## src/rtl/intr_pkg.sv

```systemverilog
// Shared types and register map offsets for the RAT MCU interrupt controller.
package intr_pkg;

  // Controller states: waiting for a candidate, requesting the CPU, or in service.
  typedef enum logic [1:0] {
    ST_IDLE,
    ST_REQ,
    ST_SERVICE
  } state_t;

  // Register offsets from the I/O base port ID.
  localparam logic [7:0] OFS_MASK = 8'd0;
  localparam logic [7:0] OFS_PEND = 8'd1;
  localparam logic [7:0] OFS_VEC  = 8'd2;

endpackage

```

## src/rtl/intr_if.sv

```systemverilog
// MCU-side bus for the interrupt controller: the I/O register port plus the
// interrupt handshake with the control unit.
interface intr_if;

  logic [7:0] port_id;
  logic [7:0] out_port;
  logic       io_strb;
  logic [7:0] rd_data;
  logic       intr;
  logic       intr_ack;
  logic       eoi;
  logic [2:0] vector;

  modport master (
    output port_id, out_port, io_strb, intr_ack, eoi,
    input  rd_data, intr, vector
  );

  modport slave (
    input  port_id, out_port, io_strb, intr_ack, eoi,
    output rd_data, intr, vector
  );

endinterface

```

## src/rtl/prio_enc.sv

```systemverilog
// Lowest-index-first priority encoder for up to eight request lines.
module prio_enc #(
  parameter int W = 4
) (
  input  logic [W-1:0] req,
  output logic         valid,
  output logic [2:0]   idx
);

  // Scan from the top down so the lowest set index is the last one written.
  always_comb begin
    valid = |req;
    idx   = 3'd0;
    for (int i = W - 1; i >= 0; i--) begin
      if (req[i]) idx = 3'(i);
    end
  end

endmodule

```

## src/rtl/intr_ctrl.sv

```systemverilog
// Interrupt controller: rising-edge detection, pending/mask registers on the
// I/O bus, fixed-priority selection and a request/service handshake FSM.
module intr_ctrl
  import intr_pkg::*;
#(
  parameter int         NUM_SRC = 4,
  parameter logic [7:0] IO_BASE = 8'h40
) (
  input  logic               clk,
  input  logic               reset_n,
  input  logic [NUM_SRC-1:0] src,
  intr_if.slave              bus
);

  localparam logic [7:0] ADDR_MASK = IO_BASE + OFS_MASK;
  localparam logic [7:0] ADDR_PEND = IO_BASE + OFS_PEND;
  localparam logic [7:0] ADDR_VEC  = IO_BASE + OFS_VEC;

  logic [NUM_SRC-1:0] src_q;
  logic [NUM_SRC-1:0] mask_q;
  logic [NUM_SRC-1:0] pend_q;
  logic [NUM_SRC-1:0] pend_n;
  logic [NUM_SRC-1:0] rise;
  logic [NUM_SRC-1:0] cand;
  logic [7:0]         cand8;
  logic [7:0]         clr_onehot;
  logic [2:0]         vector_q;
  logic [2:0]         vector_n;
  logic [2:0]         win_idx;
  logic               win_valid;
  logic               ack_clr;
  logic               mask_wr;
  logic               pend_wr;
  logic               unused_out;
  state_t             state_q;
  state_t             state_n;

  assign rise       = src & ~src_q;
  assign cand       = pend_q & mask_q;
  assign cand8      = 8'(cand);
  assign mask_wr    = bus.io_strb && (bus.port_id == ADDR_MASK);
  assign pend_wr    = bus.io_strb && (bus.port_id == ADDR_PEND);
  assign unused_out = &{1'b0, bus.out_port};

  prio_enc #(.W(NUM_SRC)) u_prio (
    .req   (cand),
    .valid (win_valid),
    .idx   (win_idx)
  );

  // One-cycle delayed copy of the request lines for edge detection.
  always_ff @(posedge clk or negedge reset_n) begin
    if (!reset_n) src_q <= '0;
    else          src_q <= src;
  end

  // Software-writable enable mask.
  always_ff @(posedge clk or negedge reset_n) begin
    if (!reset_n)     mask_q <= '0;
    else if (mask_wr) mask_q <= bus.out_port[NUM_SRC-1:0];
  end

  // Next pending value: clears first, then new edges so a set always wins.
  always_comb begin
    clr_onehot = 8'b1 << vector_q;
    pend_n     = pend_q;
    if (pend_wr) pend_n = pend_n & ~bus.out_port[NUM_SRC-1:0];
    if (ack_clr) pend_n = pend_n & ~clr_onehot[NUM_SRC-1:0];
    pend_n = pend_n | rise;
  end

  // Pending, state and vector registers.
  always_ff @(posedge clk or negedge reset_n) begin
    if (!reset_n) begin
      pend_q   <= '0;
      state_q  <= ST_IDLE;
      vector_q <= 3'd0;
    end else begin
      pend_q   <= pend_n;
      state_q  <= state_n;
      vector_q <= vector_n;
    end
  end

  // Handshake FSM; a withdrawn source drops the request before any ack counts.
  always_comb begin
    state_n  = state_q;
    vector_n = vector_q;
    ack_clr  = 1'b0;
    unique case (state_q)
      ST_IDLE: begin
        if (win_valid) begin
          vector_n = win_idx;
          state_n  = ST_REQ;
        end
      end
      ST_REQ: begin
        if (!cand8[vector_q]) begin
          state_n = ST_IDLE;
        end else if (bus.intr_ack) begin
          ack_clr = 1'b1;
          state_n = ST_SERVICE;
        end
      end
      ST_SERVICE: begin
        if (bus.eoi) state_n = ST_IDLE;
      end
      default: state_n = ST_IDLE;
    endcase
  end

  assign bus.intr   = (state_q == ST_REQ);
  assign bus.vector = vector_q;

  // Combinational register read mux; unmapped ports read zero.
  always_comb begin
    bus.rd_data = 8'h00;
    if (bus.port_id == ADDR_MASK)      bus.rd_data = 8'(mask_q);
    else if (bus.port_id == ADDR_PEND) bus.rd_data = 8'(pend_q);
    else if (bus.port_id == ADDR_VEC)  bus.rd_data = {5'b0, vector_q};
  end

endmodule

```

## src/flat_wrapper.sv

```systemverilog
// flat-port wrapper written by rule: the top's interface ports become plain ports
module intr_ctrl_flat import intr_pkg::*;
#(
  parameter int         NUM_SRC = 4,
  parameter logic [7:0] IO_BASE = 8'h40
)
  (clk, reset_n, src, bus_port_id, bus_out_port, bus_io_strb, bus_intr_ack, bus_eoi, bus_rd_data, bus_intr, bus_vector);
  intr_if bus_i ();
  input  logic clk;
  input  logic reset_n;
  input  logic [NUM_SRC-1:0] src;
  input wire logic [$bits(bus_i.port_id)-1:0] bus_port_id;
  input wire logic [$bits(bus_i.out_port)-1:0] bus_out_port;
  input wire logic [$bits(bus_i.io_strb)-1:0] bus_io_strb;
  input wire logic [$bits(bus_i.intr_ack)-1:0] bus_intr_ack;
  input wire logic [$bits(bus_i.eoi)-1:0] bus_eoi;
  output wire logic [$bits(bus_i.rd_data)-1:0] bus_rd_data;
  output wire logic [$bits(bus_i.intr)-1:0] bus_intr;
  output wire logic [$bits(bus_i.vector)-1:0] bus_vector;
  assign bus_i.port_id = bus_port_id;
  assign bus_i.out_port = bus_out_port;
  assign bus_i.io_strb = bus_io_strb;
  assign bus_i.intr_ack = bus_intr_ack;
  assign bus_i.eoi = bus_eoi;
  assign bus_rd_data = bus_i.rd_data;
  assign bus_intr = bus_i.intr;
  assign bus_vector = bus_i.vector;
  intr_ctrl #(.NUM_SRC(NUM_SRC), .IO_BASE(IO_BASE)) u_core (.clk(clk), .reset_n(reset_n), .src(src), .bus(bus_i));
endmodule
```

## config.mk

```make
export PLATFORM = sky130hd
export DESIGN_NAME = intr_ctrl_flat
export DESIGN_NICKNAME = d
export VERILOG_FILES = /design/src/rtl/intr_pkg.sv /design/src/rtl/intr_if.sv /design/src/rtl/prio_enc.sv /design/src/rtl/intr_ctrl.sv /design/src/flat_wrapper.sv
export SDC_FILE = /design/constraint.sdc
export NUM_CORES = 1
export LEC_CHECK = 0
export ABC_AREA = 1
export CORE_MARGIN = 8
export CORE_UTILIZATION = 41
export DETAILED_ROUTE_END_ITERATION = 10
export GPL_TIMING_DRIVEN = 0
export HOLD_SLACK_MARGIN = 0.08
export PLACE_DENSITY = 0.71
export SLEW_MARGIN = 0
export SYNTH_ARGS = -nofsm -noshare
export SYNTH_HDL_FRONTEND = slang
export SYNTH_HIERARCHICAL = 1
export SYNTH_SLANG_ARGS = --single-unit
```

## constraint.sdc

```tcl
create_clock -name clk -period 1 [get_ports clk]
set_input_delay 0.2 -clock clk [delete_from_list [all_inputs] [get_ports clk]]
set_output_delay 0.2 -clock clk [all_outputs]
set_load 0.01 [all_outputs]
```

**Word-level counts from Yosys, hierarchy flattened**

Cells that the tools add are included.
W data, S select, Z words.

- Register bits after elaboration: 17

- Magnitude comparators: 1
- Eq/ne operators: 8
- Shift operators: 1
- Multiplexer cells: 19
- Bitwise gates (word level): 8
- Reduce and logical (&&, ||, !) cells: 6

Operator list:

| operator | number |
|---|---|
| $eq A8 B7 Y1 const B | 3 |
| $and A4 B4 Y4 | 4 |
| $mux W8 | 2 |
| $mux W3 | 4 |
| $not A4 Y4 | 3 |
| $mux W2 | 5 |
| $mux W4 | 2 |
| $pmux W2 S3 | 1 |
| $lt A3 B4 Y1 const B | 1 |
| $mux W1 | 4 |
| $ne A2 B2 Y1 const B | 2 |
| $or A4 B4 Y4 | 1 |
| $reduce_or A4 Y1 | 1 |
| $shl A1 B3 Y4 const A | 1 |
| $bmux W1 S3 | 1 |
| $ne A3 B3 Y1 const B | 1 |
| $reduce_and A3 Y1 | 1 |
| $eq A2 B1 Y1 const B | 1 |
| $eq A2 B2 Y1 const B | 1 |
| $logic_and A1 B1 Y1 | 2 |
| $logic_not A2 Y1 | 1 |
| $reduce_and A2 Y1 | 1 |

**Longest topological paths before layout**

Gate-level depths: netlist of run 1.

- Depth after elaboration: 7
- Gate-level depth with buffers: 9

**Modules after synthesis**

Netlist of run 1, hierarchy kept.

By module, submodules not included:

| module | instances | cells an instance | area an instance (um2) | seq. area each (um2) |
|---|---|---|---|---|
| intr_ctrl | 1 | 151 | 1072.3 | 425.4 |
| prio_enc | 1 | 11 | 57.6 | 0.0 |

**Worst setup path before layout of run 1**

No wires, ideal clock.

- Kind: register to register
- Start: register u_core.vector_q[0], in the netlist u_core/bus.vector[0]
- End: register u_core.pend_q[0]
- Setup time: 0.116 ns
- Arrival time: 1.009 ns
- Required time: 0.884 ns
- Slack: -0.126 ns
- Cell stages (with the launch flop): 8
- Period minus slack after synthesis: 1.126 ns
- Cell sequence: dfrtp_1 > inv_1 > nand3_1 > nand2_2 > nor2_4 > nand4_1 > nand2_1 > nand2_1

- Cells in the longest elaborated chain, start to end: 6
- Elaborated cells between the ends (all ways): 9
- Classes of those cells: shift: 1; mux: 5; bitwise: 3

Ends and longest elaborated chain:

| element | RTL line | RTL |
|---|---|---|
| start: declaration | intr_ctrl.sv:27 | `logic [2:0] vector_q;` |
| start signal: assignment | intr_ctrl.sv:81 | `vector_q <= vector_n;` |
| $bmux W1 S3 | intr_ctrl.sv:98 | `if (!cand8[vector_q]) begin` |
| $mux W1 (not written as such) | intr_ctrl.sv:98 |  |
| $mux W1 | intr_ctrl.sv:98 |  |
| $mux W1 | intr_ctrl.sv:90 | `unique case (state_q)` |
| $mux W4 (*) | intr_ctrl.sv:68 | `if (ack_clr) pend_n = pend_n & ~clr_onehot[NUM_SRC-1:0];` |
| $or A4 B4 Y4 (*) | intr_ctrl.sv:69 | `pend_n = pend_n \| rise;` |
| via u_core.pend_n[0] | intr_ctrl.sv:22 | `logic [NUM_SRC-1:0] pend_n;` |
| end signal: assignment | intr_ctrl.sv:79 | `pend_q <= pend_n;` |
| end: declaration | intr_ctrl.sv:21 | `logic [NUM_SRC-1:0] pend_q;` |

Mark *: on every way through the listed nets, which the timed path passes. The rest lies on a longest branch. The select of a mux whose other input is x is not followed.
A chain may end at the register's enable or synchronous reset.

**Worst setup path in the final report of run 1**

- Start: register u_core.vector_q[1], in the netlist u_core/bus.vector[1]
- End: output bus_rd_data[1]

- Cells in the longest elaborated chain, start to end: 3

Ends and longest elaborated chain:

| element | RTL line | RTL |
|---|---|---|
| $mux W3 | intr_ctrl.sv:120 | `else if (bus.port_id == ADDR_VEC) bus.rd_data = {5'b0, vector_q};` |
| $mux W8 | intr_ctrl.sv:119 | `else if (bus.port_id == ADDR_PEND) bus.rd_data = 8'(pend_q);` |
| $mux W8 | intr_ctrl.sv:118 | `if (bus.port_id == ADDR_MASK) bus.rd_data = 8'(mask_q);` |
| end: declaration | flat_wrapper.sv:17 | `output wire logic [$bits(bus_i.rd_data)-1:0] bus_rd_data;` |

No other way between the ends.

==> flow_metrics.py, run 1 <==
metrics = {
    "route": {
        "route.detailed.vias_per_inst": 4.90,
        "drt-met1-wl_mm": 1.24,
        "post-route-drc-count": 0,
        "met2_wirelength_mm": 1.65,
        "dr_wl_met3_um": 237,
        "routed-via-count": 1221,
        "detail_route.wl_per_cell_um": 13.0,
        "detail_route.iter0.violations": 39,
        "uppermost_routed_layer": "met4",
        "dr.pass1.iters": 4,
        "postRouteAntennaNets": 0,
        "postRouteWirelength_mm": 3.23,
    },
    "setup_path": {
        "critPathArrivalTime_ns": 1.19,
        "worst-setup-path-type": "reg2out",
        "critical_path_required_ns": 0.80,
        "critical_path.endpoint_type": "output pin",
        "critPathLaunchType": "flip-flop",
        "timing.critical_path.fanout_max": 2,
    },
    "floorplan": {
        "die_x_um": 68.5,
        "rows": 19,
        "die-area_um2": 4690,
        "fp.dieH_um": 68.5,
        "floorplan.io_pins": 37,
        "floorplan.initialDensity_pct": 42.1,
        "core_region_area_um2": 2690,
    },
    "yosys": {
        "synth_edf_count": 0,
        "synth-main-ff-cell": "dfrtp_1",
        "synth_largest_area_cell": "dfrtp_1",
        "most_common_cell_in_the_netlist": "nand2_1",
        "synth.top_cells.by_area": "dfrtp_1, nand2_1, inv_1",
        "netlist-cell-type-count": 22,
        "synth-seq-area-share_pct": 37.7,
        "asyncSetResetFlopFracSynth_pct": 100,
        "ys_ff_latch": 17,
        "yosysTopAreaCellShare_pct": 37.7,
        "yosys_warning_count": 6,
        "post_synth_inst_count": 162,
        "top_cell_types_by_occurrence_after_synthesis": "nand2_1, inv_1, dfrtp_1",
        "syn-cell-area_um2": 1130,
        "synthesis.area_per_instance_um2": 6.97,
    },
    "clock_tree": {
        "cts_tree": "yes",
        "hold_buffers": 0,
        "h-tree-depth": 1,
        "ctsLongestPathBuffers": 2,
        "numClockSinks": 17,
        "cts_root_buffer": "clkbuf_4",
        "clock_insertion_delay_worst_skew_ns": 0.31,
        "cts_made_buffers": 3,
        "clk_pin_slew_worst_paths_ns": 0.11,
    },
    "power_and_ir_drop": {
        "p_seq_share_pct": 30.2,
        "power_frac_comb_pct": 55.8,
        "power.ir.vdd_worst_mv": 1.73,
        "power.density_cell_area_nw_per_um2": 1510,
        "p_clk_share_pct": 14.0,
        "netSwitchingFraction_pct": 39.2,
        "switchingPower_mw": 1.12,
        "p_int_mw": 1.74,
        "totalPowerFinal_mw": 2.86,
        "static-leakage-power_nw": 1.02,
    },
    "sta": {
        "final.min_clock_period_ns": 1.39,
        "max_freq_mhz": 719,
        "hold_viol": 17,
        "maxSlewViolCount": 0,
        "slew_headroom_pct": 49.1,
        "finClkSkew_ns": 0.00142,
        "worst_pin_slew_ns": 0.762,
        "final_min_period_over_clock_period_pct": 139,
        "rsz_0062_raised_after_global_routing": "true",
        "post-route-worst-setup-slack_ns": -0.391,
        "final.hold.worst_slack_ns": -0.0616,
        "setup_viol": 17,
        "setup_tns_ns": -4.93,
    },
    "layout": {
        "syn_to_final_growth_pct": 67.6,
        "num_antenna_cells": 0,
        "finish.net_count": 244,
        "drive_above_1_share_pct": 49.5,
        "total_of_fill_cells_in_the_finished_design": 211,
    },
    "placed_design": {
        "port-buffer-count": 27,
        "gp_routability_congestion": 0.818,
        "detailed_place_hpwl_mm": 2.19,
        "dp_slack_ns": -1.27,
    },
    "grt": {
        "grt_remaining_overflow": 0,
        "global_route.usage.total_pct": 14.5,
        "grt_first_pass_wirelength_mm": 5.18,
        "grt_antenna_before_repair": 0,
        "first_global_vias": 1188,
        "grt_start_max_net_pins": 18,
    },
    "outcome": {
        "violations": "hold timing, setup timing",
        "outcome": "complete, but fails checks",
    },
    "run": {
        "timing.max_cap.violations": 0,
    },
    "hold_path": {
        "hold_path.class": "in2async",
    },
}
==> critical path, cell delays in order, from the launching register on <==
cell	delay (ns)
dfrtp_2	0.43
buf_6	0.13
nand3_4	0.05
nand3_2	0.06
nand2_1	0.05
inv_1	0.04
buf_6	0.11
==> layout by cell type, fill, tap and decap left out, types with 5 or more instances in the layout <==
master           instances
clkdlybuf4s50_1         10
buf_2                    6
conb_1                   5
buf_4                   18
buf_6                   17
inv_1                   12
nand2_2                  8
dfrtp_1                 14
nand4_1                  9
nand3_2                  7
nand3_1                  6
nor2_4                   6
nand2_1                 37
nor2_1                   6
inv_2                   12
==> routing by layer <==
layer / GRT usage [%] / vias up
li1: - / 610
met5: 0 / -
met2: 26.2 / 42
met4: 8.18 / 0
met3: 3.39 / 14
met1: 15.1 / 555
==> area by class of cell <==
| cell class | instances | area, µm² | area share [%] |
|---|---|---|---|
| clock inverter | 1 | 5.00 | 0.264 |
| tap | 31 | 38.8 | 2.05 |
| buffer | 6 | 42.5 | 2.25 |
| clock buffer | 3 | 22.5 | 1.19 |
| inverter | 32 | 166 | 8.79 |
| sequential | 17 | 429 | 22.7 |
| timing repair buffer | 49 | 450 | 23.8 |
| multi-input combinational | 110 | 738 | 39.0 |
==> state kept, by name (all words and copies together), names as in the netlist <==
register	flops
u_core/mask_q	4
u_core/pend_q	4
u_core/state_q	2
u_core/src_q	4
u_core/bus.vector	3
==> metrics by stage <==
| stage | util [%] | cell area, µm² | std cells |
|---|---|---|---|
| 2_1_floorplan | - | 1230 | 165 |
| 3_3_place_gp | 57.5 | 1540 | 223 |
| 3_5_place_dp | 57.5 | 1540 | 223 |
| 4_1_cts | 65.7 | 1770 | 245 |
| 5_1_grt | 70.5 | 1890 | 249 |
| 6_report | 70.5 | 1890 | 249 |
==> what timing repair did <==
item                                    4_1_cts  5_1_grt
pin swaps                                    17       15
buffers inserted                             18        5
endpoints found under the setup margin       21       20
hold endpoints to repair                      0       17
resized for setup                            84       34
==> path summary, 6_finish.rpt <==
check / depth (start not counted) / from / slack [ns] / end
setup / recovery: 6 / u_core/bus.vector[1] / -0.39 / bus_rd_data[1]
hold / removal: 1 / reset_n / -0.06 / u_core/mask_q[2]
setup reg to reg: 8 / u_core/bus.vector[1] / -0.39 / u_core/pend_q[3]
hold reg to reg: 3 / u_core/src_q[2] / 0.48 / u_core/pend_q[2]
max in group asynchronous: 1 / reset_n / 0.54 / u_core/bus.vector[0]
min in group clk: 3 / bus_io_strb / 0.22 / u_core/mask_q[1]
==> power groups by stage <==
| stage | combinational, mW | clock, mW | sequential [mW] |
|---|---|---|---|
| detailed placement | 0.873 | 0 | 0.951 |
| finish | 1.59 | 0.400 | 0.863 |
| global placement | 0.851 | 0 | 0.952 |
| global route | 1.72 | 0.431 | 0.870 |
| floorplan | 0.514 | 0 | 0.949 |
| CTS | 1.32 | 0.393 | 0.852 |
==> kinds of logic after synthesis <==
kind of cell | Yosys count | synth area share [%]
flops | 17 | 37.7
simple gates | 96 | 42.0
buf+inv | 38 | 14.4
other cells | 2 | 0.665
compound gates | 9 | 5.31
Note: power is estimated with default switching activity, not from simulation.
==> run 2, diff against run 1 <==
--- a/config.mk
+++ b/config.mk
@@ -8,6 +8,7 @@
 export ABC_AREA = 1
 export CORE_MARGIN = 8
 export CORE_UTILIZATION = 41
+export CTS_CLUSTER_SIZE = 24
 export DETAILED_ROUTE_END_ITERATION = 10
 export GPL_TIMING_DRIVEN = 0
 export HOLD_SLACK_MARGIN = 0.08
==> results of run 2 <==
Final layout, timing and power as in run 1 (identical DEF).
==> run 3, diff against run 2 <==
--- a/config.mk
+++ b/config.mk
@@ -12,7 +12,7 @@
 export DETAILED_ROUTE_END_ITERATION = 10
 export GPL_TIMING_DRIVEN = 0
 export HOLD_SLACK_MARGIN = 0.08
-export PLACE_DENSITY = 0.71
+export PLACE_DENSITY = 0.75
 export SLEW_MARGIN = 0
 export SYNTH_ARGS = -nofsm -noshare
 export SYNTH_HDL_FRONTEND = slang
==> flow_metrics.py, run 3 (synthesis results as in run 1) <==
metrics = {
    "floorplan": {
        "core_region_area_um2": 2690,
        "die_x_um": 68.5,
        "floorplan.io_pins": 37,
        "die-area_um2": 4690,
        "floorplan.initialDensity_pct": 42.1,
        "rows": 19,
        "fp.dieH_um": 68.5,
    },
    "clock_tree": {
        "numClockSinks": 17,
        "hold_buffers": 0,
        "ctsLongestPathBuffers": 2,
        "h-tree-depth": 1,
        "cts_tree": "yes",
        "cts_root_buffer": "clkbuf_4",
        "clock_insertion_delay_worst_skew_ns": 0.29,
        "cts_made_buffers": 3,
        "clk_pin_slew_worst_paths_ns": 0.10,
    },
    "layout": {
        "regArea_um2": 429,
        "layout_common_cells": "nand2_1, buf_4, buf_6",
        "syn_to_final_growth_pct": 68.4,
        "most_frequent_standard_cell_in_the_layout_excluding_fill_and_tap_cells": "nand2_1",
        "top_regs": "u_core/mask_q x4, u_core/pend_q x4, u_core/src_q x4",
        "finish.net_count": 249,
        "post_layout_instance_area_um2": 1900,
        "drive_above_1_share_pct": 48.4,
        "footprint_of_the_multi_input_gates_um2": 704,
        "total_of_fill_cells_in_the_finished_design": 200,
        "num_antenna_cells": 0,
    },
    "sta": {
        "max_freq_mhz": 724,
        "slew_headroom_pct": 48.7,
        "final_min_period_over_clock_period_pct": 138,
        "worst_pin_slew_ns": 0.768,
        "finClkSkew_ns": 0.00622,
        "final.hold.worst_slack_ns": -0.0403,
        "final.min_clock_period_ns": 1.38,
        "hold_viol": 17,
        "post-route-worst-setup-slack_ns": -0.382,
        "setup_tns_ns": -4.60,
        "setup_viol": 17,
        "rsz_0062_raised_after_global_routing": "true",
        "maxSlewViolCount": 0,
    },
    "setup_path": {
        "worstReg2RegEnd": "u_core/pend_q[3]",
        "critPathLaunchType": "flip-flop",
        "critical_path.endpoint_type": "output pin",
        "critical_path_required_ns": 0.80,
        "worst_setup_path_endpoint": "bus_rd_data[1]",
        "ff2ff_path_depth": 8,
        "timing.critical_path.fanout_max": 3,
        "r2r_start": "u_core/bus.vector[1]",
        "worst-setup-path-type": "reg2out",
        "crit_start": "u_core/bus.vector[1]",
        "critPathArrivalTime_ns": 1.18,
        "reg2reg_setup_slack_ns": -0.35,
    },
    "placed_design": {
        "port-buffer-count": 27,
        "dp_slack_ns": -1.30,
        "detailed_place_hpwl_mm": 2.12,
        "dpl_cell_area_um2": 1540,
        "gp_routability_congestion": 0.843,
    },
    "run": {
        "timing.max_cap.violations": 0,
    },
    "grt": {
        "grt_first_pass_wirelength_mm": 5.00,
        "global_route.usage.total_pct": 13.6,
        "first_global_vias": 1247,
        "grt_remaining_overflow": 0,
        "grt_antenna_before_repair": 0,
        "grt_start_max_net_pins": 18,
    },
    "route": {
        "routed-via-count": 1243,
        "post-route-drc-count": 0,
        "detail_route.wl_per_cell_um": 12.6,
        "detail_route.iter0.violations": 45,
        "postRouteAntennaNets": 0,
        "route.detailed.vias_per_inst": 4.89,
        "postRouteWirelength_mm": 3.20,
        "dr.pass1.iters": 4,
    },
    "hold_path": {
        "hold_path.class": "in2async",
    },
    "power_and_ir_drop": {
        "static-leakage-power_nw": 1.05,
        "power.density_cell_area_nw_per_um2": 1490,
        "power.ir.vdd_worst_mv": 1.41,
    },
    "outcome": {
        "outcome": "complete, but fails checks",
        "violations": "hold timing, setup timing",
    },
}
==> run 3: changes by cell type in the layout (fill, tap and decap cells not counted), moves of 2 or more <==
cell and delta:
buf_4 +6, nand3_2 +3, nor2_1 +3, a21oi_1 +2, a21oi_2 -2, buf_6 -2, inv_4 -2, nand3_4 -2
nor2_4 -2
==> run 3: timing repair <==
item                                   in CTS  in global routing
setup endpoints to repair                  21                 20
endpoints found under the hold margin       0                 17
gates resized for setup                    94                 19
gates cloned                                0                  0
setup buffers                              19                  8
pin swaps                                  20                 17
==> run 3: worst max-delay path, stage by stage, from the launching register on <==
cell     delay (ns)
dfrtp_2        0.42
buf_6          0.12
nand3_2        0.06
nand3_2        0.06
nand2_1        0.06
inv_1          0.03
buf_2          0.13
==> run 3: through the flow <==
| step | instances | utilization, % | hold slack (ns) | power [mW] |
|---|---|---|---|---|
| 2_1_floorplan | 165 | - | -0.0956 | 1.46 |
| 3_3_place_gp | 223 | 57.5 | 0.463 | 1.80 |
| 3_5_place_dp | 223 | 57.5 | 0.471 | 1.82 |
| 4_1_cts | 246 | 66.8 | 0.228 | 2.66 |
| 5_1_grt | 254 | 70.8 | 0.0123 | 3.00 |
| 6_report | 254 | 70.8 | -0.0403 | 2.84 |
==> run 3: layout make-up <==
class / instances / area share, %
clock buffer: 4 / 1.38
sequential: 17 / 22.6
buffer: 6 / 2.24
inverter: 32 / 8.48
multi-input combinational: 110 / 37.0
tap: 31 / 2.04
timing repair buffer: 54 / 26.3
==> run 3: layer usage <==
layer  vias to the layer above  part of all wire (%)  GRT usage [%]
met5                         -                     0              0
met4                         0                   4.0           8.18
met3                        14                   5.3           2.42
met2                        36                    53           24.7
met1                       569                    38           14.1
li1                        624                     -              -
==> run 3: report_power, final <==
part / total, mW / leakage (nW) / internal, mW / switching, mW
combinational: 1.61 / 0.842 / 0.839 / 0.773
clock: 0.371 / 0.0150 / 0.155 / 0.216
sequential: 0.857 / 0.196 / 0.790 / 0.0674
==> run 3: how the worst min path moves through the flow <==
stage	startpoint	to	depth (start not counted)
4_1_cts	bus_io_strb	u_core/mask_q[2]	3
2_1_floorplan	reset_n	u_core/bus.vector[0]	0
3_3_place_gp	u_core/src_q[0]	u_core/pend_q[0]	3
5_1_grt	reset_n	u_core/pend_q[2]	1
3_5_place_dp	u_core/src_q[3]	u_core/pend_q[3]	3
6_report	reset_n	u_core/pend_q[0]	1
==> patch 1: new RTL, settings of run 1 <==
`NUM_SRC` is set to 4 in 2 places; all go to 5.
--- a/src/rtl/intr_ctrl.sv
+++ b/src/rtl/intr_ctrl.sv
@@ -3,7 +3,7 @@
 module intr_ctrl
   import intr_pkg::*;
 #(
-  parameter int         NUM_SRC = 4,
+  parameter int         NUM_SRC = 5,
   parameter logic [7:0] IO_BASE = 8'h40
 ) (
   input  logic               clk,
--- a/src/flat_wrapper.sv
+++ b/src/flat_wrapper.sv
@@ -1,7 +1,7 @@
 // flat-port wrapper written by rule: the top's interface ports become plain ports
 module intr_ctrl_flat import intr_pkg::*;
 #(
-  parameter int         NUM_SRC = 4,
+  parameter int         NUM_SRC = 5,
   parameter logic [7:0] IO_BASE = 8'h40
 )
   (clk, reset_n, src, bus_port_id, bus_out_port, bus_io_strb, bus_intr_ack, bus_eoi, bus_rd_data, bus_intr, bus_vector);
Ports: changed (resized src); port bits go from 37 to 38. The function was not compared with the original's and may differ.
==> patch 1 against run 1 <==
The flow finishes with violations (negative setup slack); routed wire length grew 14%; cell area grew 1.9%; power grew 7.7%; setup slack lost 0.11 ns; clock power grew 66%; worst hold slack gained 0.18 ns; area after synthesis grew 5.3%; via count grew 4.9%; register-to-register slack lost 0.07 ns; sequential cell count grew 3; sequential share of layout area grew 3.5 points; clock skew grew 0.0083 ns; die area grew 4.1%; critical path type is now in -> out.
==> patch 1: results (changes against run 1) <==
Status:
- The run finished, with violations left.
- The final reports fail on negative setup slack.

Critical path:
- The highest net fanout along the worst path is 6 (+4).
- The number of cells traversed by the worst register-to-register path is 11 (+3).
- Tracing the worst setup path back leads to its startpoint at bus_port_id[3].
- The endpoint identified for the worst register-to-register timing path is u_core/pend_q[4].
- The arrival time of the worst setup path was 1.30 ns (+0.11 ns).
- The worst register-to-register path begins at u_core/bus.vector[0].

Synth:
- The distinct cell type count after synthesis is 24 (+9.1%).
- The register area share after synthesis is 42.1% (+4.4 points).
- Counting instances in the post-synthesis netlist gives the leading cell types as sky130_fd_sc_hd__nand2_1, sky130_fd_sc_hd__inv_1, sky130_fd_sc_hd__dfrtp_1, sky130_fd_sc_hd__nor2_1, sky130_fd_sc_hd__nand3_1.

Drt:
- The routed via count divided by cell count came to 5.04 (+2.8%).
- The overall via count from detail_route is 1,281 (+4.9%).
- The average wire per standard cell came to 14.6 um (+12%).
- The wire length the detailed router placed on met1 is 1490 um (+20%).
- The initial DRC count came to 54 (+38%).
- The met2 routed wirelength is 1900 um (+15%).

Timing:
- The transition time at the pin with the least slew margin came to 0.896 ns (+0.134 ns).
- The setup TNS after final layout is -6.08 ns (-1.15 ns).
- The clock tree skew after final layout came to 0.00967 ns (+0.00825 ns).
- The count of final setup violators is 19 (+2).
- The smallest setup slack after layout came to -0.503 ns (-0.112 ns).

Cells and area:
- In the final layout, the registers with the most flip-flops are u_core/mask_q: 5 flops, u_core/pend_q: 5 flops, u_core/src_q: 5 flops.
- The fraction of layout cells with a size suffix above 1 is 45.3% (-4.2 points).
- The number of nets in the layout came to 250 (+2.5%).

GRT:
- The maximum number of pins on one net before global-route repair was 21 (+3).
- The global-route wire length before repair is 5920 um (+14%).

Placed design:
- The detailed-placement wirelength estimate is 2380 um (+9.1%).
- The placed instance count is 228 (+2.2%).
- The post-place instance area is 0.00159 mm^2 (+2.8%).
- The number of input and output port buffers inserted is 31 (+15%).
- The routability congestion estimate is 0.854 (+4.3%).

Power and ir drop:
- The peak supply drop is 1.56 mV (-9.4%).
- The leakage power is 0.00104 uW (+2.4%).
-- patch 1: routing by layer --
metal / global-route usage [%] / vias to the layer above
met2: 24.8 / 48
met3: 3.81 / 12
li1: - / 623
met5: 0 / -
met4: 5.80 / 0
met1: 16.6 / 598
-- patch 1: repair_timing --
action | CTS | global route
pin swaps | 23 | 25
setup endpoints to repair | 29 | 23
resized for setup | 89 | 27
setup buffers | 18 | 5
-- patch 1: kinds of logic after synthesis --
kind of cell / after synthesis
flops: 20
simple gates: 99
buf+inv: 30
other cells: 1
compound gates: 14
-- patch 1: cell type report --
class | instances | area (um^2)
inverters | 26 | 103
well taps | 31 | 38.8
clock inverters | 1 | 30.0
clock buffers | 3 | 22.5
flip-flops and latches | 20 | 504
multi-input cells | 116 | 708
plain buffers | 4 | 33.8
repair buffers | 53 | 488
fillers | 223 | 830
-- patch 1: worst max-delay path by stage --
stage / depth (start not counted) / to
2_1_floorplan: 10 / u_core/pend_q[0]
4_1_cts: 9 / bus_rd_data[0]
3_5_place_dp: 11 / bus_rd_data[0]
6_report: 9 / bus_rd_data[0]
3_3_place_gp: 11 / bus_rd_data[0]
5_1_grt: 9 / bus_rd_data[0]
-- patch 1: power breakdown --
group | internal [uW] | switching, uW
Clock | 405 | 258
Sequential | 910 | 75.2
Combinational | 748 | 679
Total | 2060 | 1010
-- patch 1: through the flow --
stage          setup WS, ns  power, uW
2_1_floorplan        -0.188       1410
3_3_place_gp          -1.17       1750
3_5_place_dp          -1.23       1760
4_1_cts              -0.449       2970
5_1_grt              -0.550       3240
6_report             -0.503       3080
-- patch 1: worst max-delay path, stage by stage --
cell and delay, ns:
sky130_fd_sc_hd__buf_6 0.09, sky130_fd_sc_hd__or2_4 0.28, sky130_fd_sc_hd__nor2_4 0.11, sky130_fd_sc_hd__nand3_2 0.07, sky130_fd_sc_hd__inv_2 0.06, sky130_fd_sc_hd__buf_6 0.14
sky130_fd_sc_hd__nand2_2 0.06, sky130_fd_sc_hd__o211ai_1 0.11, sky130_fd_sc_hd__buf_2 0.18
==> patch 2: new RTL, config.mk and constraints of run 1 <==
Without the edit above. The 3 states of `state_t` get a one-hot encoding in 3 bits.
--- a/src/rtl/intr_pkg.sv
+++ b/src/rtl/intr_pkg.sv
@@ -2,10 +2,10 @@
 package intr_pkg;
 
   // Controller states: waiting for a candidate, requesting the CPU, or in service.
-  typedef enum logic [1:0] {
-    ST_IDLE,
-    ST_REQ,
-    ST_SERVICE
+  typedef enum logic [2:0] {
+    ST_IDLE    = 3'b001,
+    ST_REQ     = 3'b010,
+    ST_SERVICE = 3'b100
   } state_t;
 
   // Register offsets from the I/O base port ID.
Check against the original RTL: same outputs for any inputs over 10 cycles, from zero or initial values and one cycle with reset_n low; not proved beyond that.
==> patch 2 against run 1 <==
Clock power up 20%; combinational power is 15% higher; setup slack worse by 0.037 ns; area after synthesis rose by 6.6%; cell area increased by 5.7%; critical path depth decreased by 1; the flow still finishes with violations (negative hold slack, negative setup slack); sequential cell count increased by 1; cell count increased by 7.6%; routed wire length increased by 22%; sequential share of layout area rose by 0.094 points; utilization grew 1.5 points; power increased by 15%; die area increased by 5.1%.
==> patch 2: results (changes against run 1) <==
Cells and area:
- The fraction of layout cells with a size suffix above 1 is 54.4% (+4.9 points).
- The number of fill cells in the layout was 220 (+4.3%).
- The multi-input combinational cell area was 766 um^2 (+3.7%).
- The number of nets in the layout is 263 (+7.8%).

Status:
- The run finished, with violations left.
- The final reports fail on negative hold slack, negative setup slack.

Clock tree:
- The clock input transition at the sequential cells of the worst setup and hold paths is 0.13 ns (+0.02 ns).

GRT:
- The global-route wire length before repair is 5980 um (+15%).
- The maximum number of pins on one net before global-route repair is 19 (+1).
- The overall track demand over capacity in global routing came to 14.6% (+0.045 points).
- The number of global-route vias before repair is 1,400 (+18%).

Drt:
- The average wire per standard cell is 14.7 um (+13%).
- The total routed wirelength is 3940 um (+22%).
- The initial DRC count is 83 (+110%).

Synth:
- Sorting the synthesized cells by how often they occur yields sky130_fd_sc_hd__nand2_1, sky130_fd_sc_hd__inv_1, sky130_fd_sc_hd__dfrtp_1, sky130_fd_sc_hd__nor2_1, sky130_fd_sc_hd__nand3_1.
- The number of cells produced by synthesis came to 174 (+7.4%).
- The register area share after synthesis is 37.5% (-0.17 points).
- The area fraction in compound gates after synthesis was 5.50% (+0.19 points).
- After synthesis, the cell types taking the most area are sky130_fd_sc_hd__dfrtp_1, sky130_fd_sc_hd__nand2_1, sky130_fd_sc_hd__inv_1.
- The distinct cell type count after synthesis was 25 (+14%).

Placed design:
- The detailed-placement wirelength estimate is 2340 um (+7.0%).
- The routability congestion estimate is 0.864 (+5.6%).
- The placed instance count is 235 (+5.4%).

Critical path:
- The arrival time of the worst setup path is 1.23 ns (+0.04 ns).
- The highest net fanout along the worst path is 3 (+1).

Timing:
- The smallest setup slack after layout was -0.428 ns (-0.0366 ns).
- The final number of hold-violating endpoints came to 17 (unchanged).
- The clock tree skew after final layout is 0.0258 ns (+0.0244 ns).
- The final worst hold slack is -0.0514 ns (+0.0103 ns).
- The count of final setup violators came to 18 (+1).

Power and ir drop:
- The peak supply drop was 2.03 mV (+17%).
patch 2: repair_timing:
action / CTS / global route
pin swaps: 18 / 16
setup buffers: 22 / 7
endpoints found under the hold margin: 0 / 17
gates resized for setup: 91 / 40
endpoints found under the setup margin: 22 / 30
patch 2: layer usage:
metal	up-vias	global-route usage, %	wire length [um]
li1	659	-	-
met1	638	15.6	1540
met2	66	25.3	1950
met3	22	5.23	282
met4	0	6.03	159
met5	-	0	0
patch 2: area by class of cell:
type	count	area share, %
sequential	18	22.8
tap	31	1.94
timing repair buffer	56	24.6
clock buffer	4	1.81
inverter	35	8.51
multi-input combinational	118	38.3
buffer	6	2.13
patch 2: kinds of logic (layout without fill, tap and decap cells):
kind of cell	Yosys count	after routing
AND/OR/NAND/NOR	103	103
other	2	5
buffers and inverters	41	101
AO/OA/AOI/OAI	10	10
flip-flops	18	18
patch 2: path summary, 6_finish.rpt:
check | start | endpoint | cells past startpoint
setup / recovery | u_core/pend_q[1] | bus_rd_data[1] | 5
hold / removal | reset_n | u_core/mask_q[3] | 1
setup reg to reg | u_core/bus.vector[0] | u_core/pend_q[2] | 9
hold reg to reg | u_core/src_q[0] | u_core/pend_q[0] | 3
max in group asynchronous | reset_n | u_core/bus.vector[1] | 1
min in group clk | bus_io_strb | u_core/mask_q[1] | 3
patch 2: worst max-delay path, stage by stage, from the launching register on:
cell	delay (ns)
sky130_fd_sc_hd__dfrtp_1	0.43
sky130_fd_sc_hd__inv_1	0.10
sky130_fd_sc_hd__o21ai_2	0.11
sky130_fd_sc_hd__nor2_1	0.06
sky130_fd_sc_hd__nor2_1	0.11
sky130_fd_sc_hd__buf_2	0.14
patch 2: power breakdown:
part	total (uW)	switching [uW]	internal (uW)
logic	1830	960	875
registers	960	99.3	860
clock network	481	259	222
total	3280	1320	1960
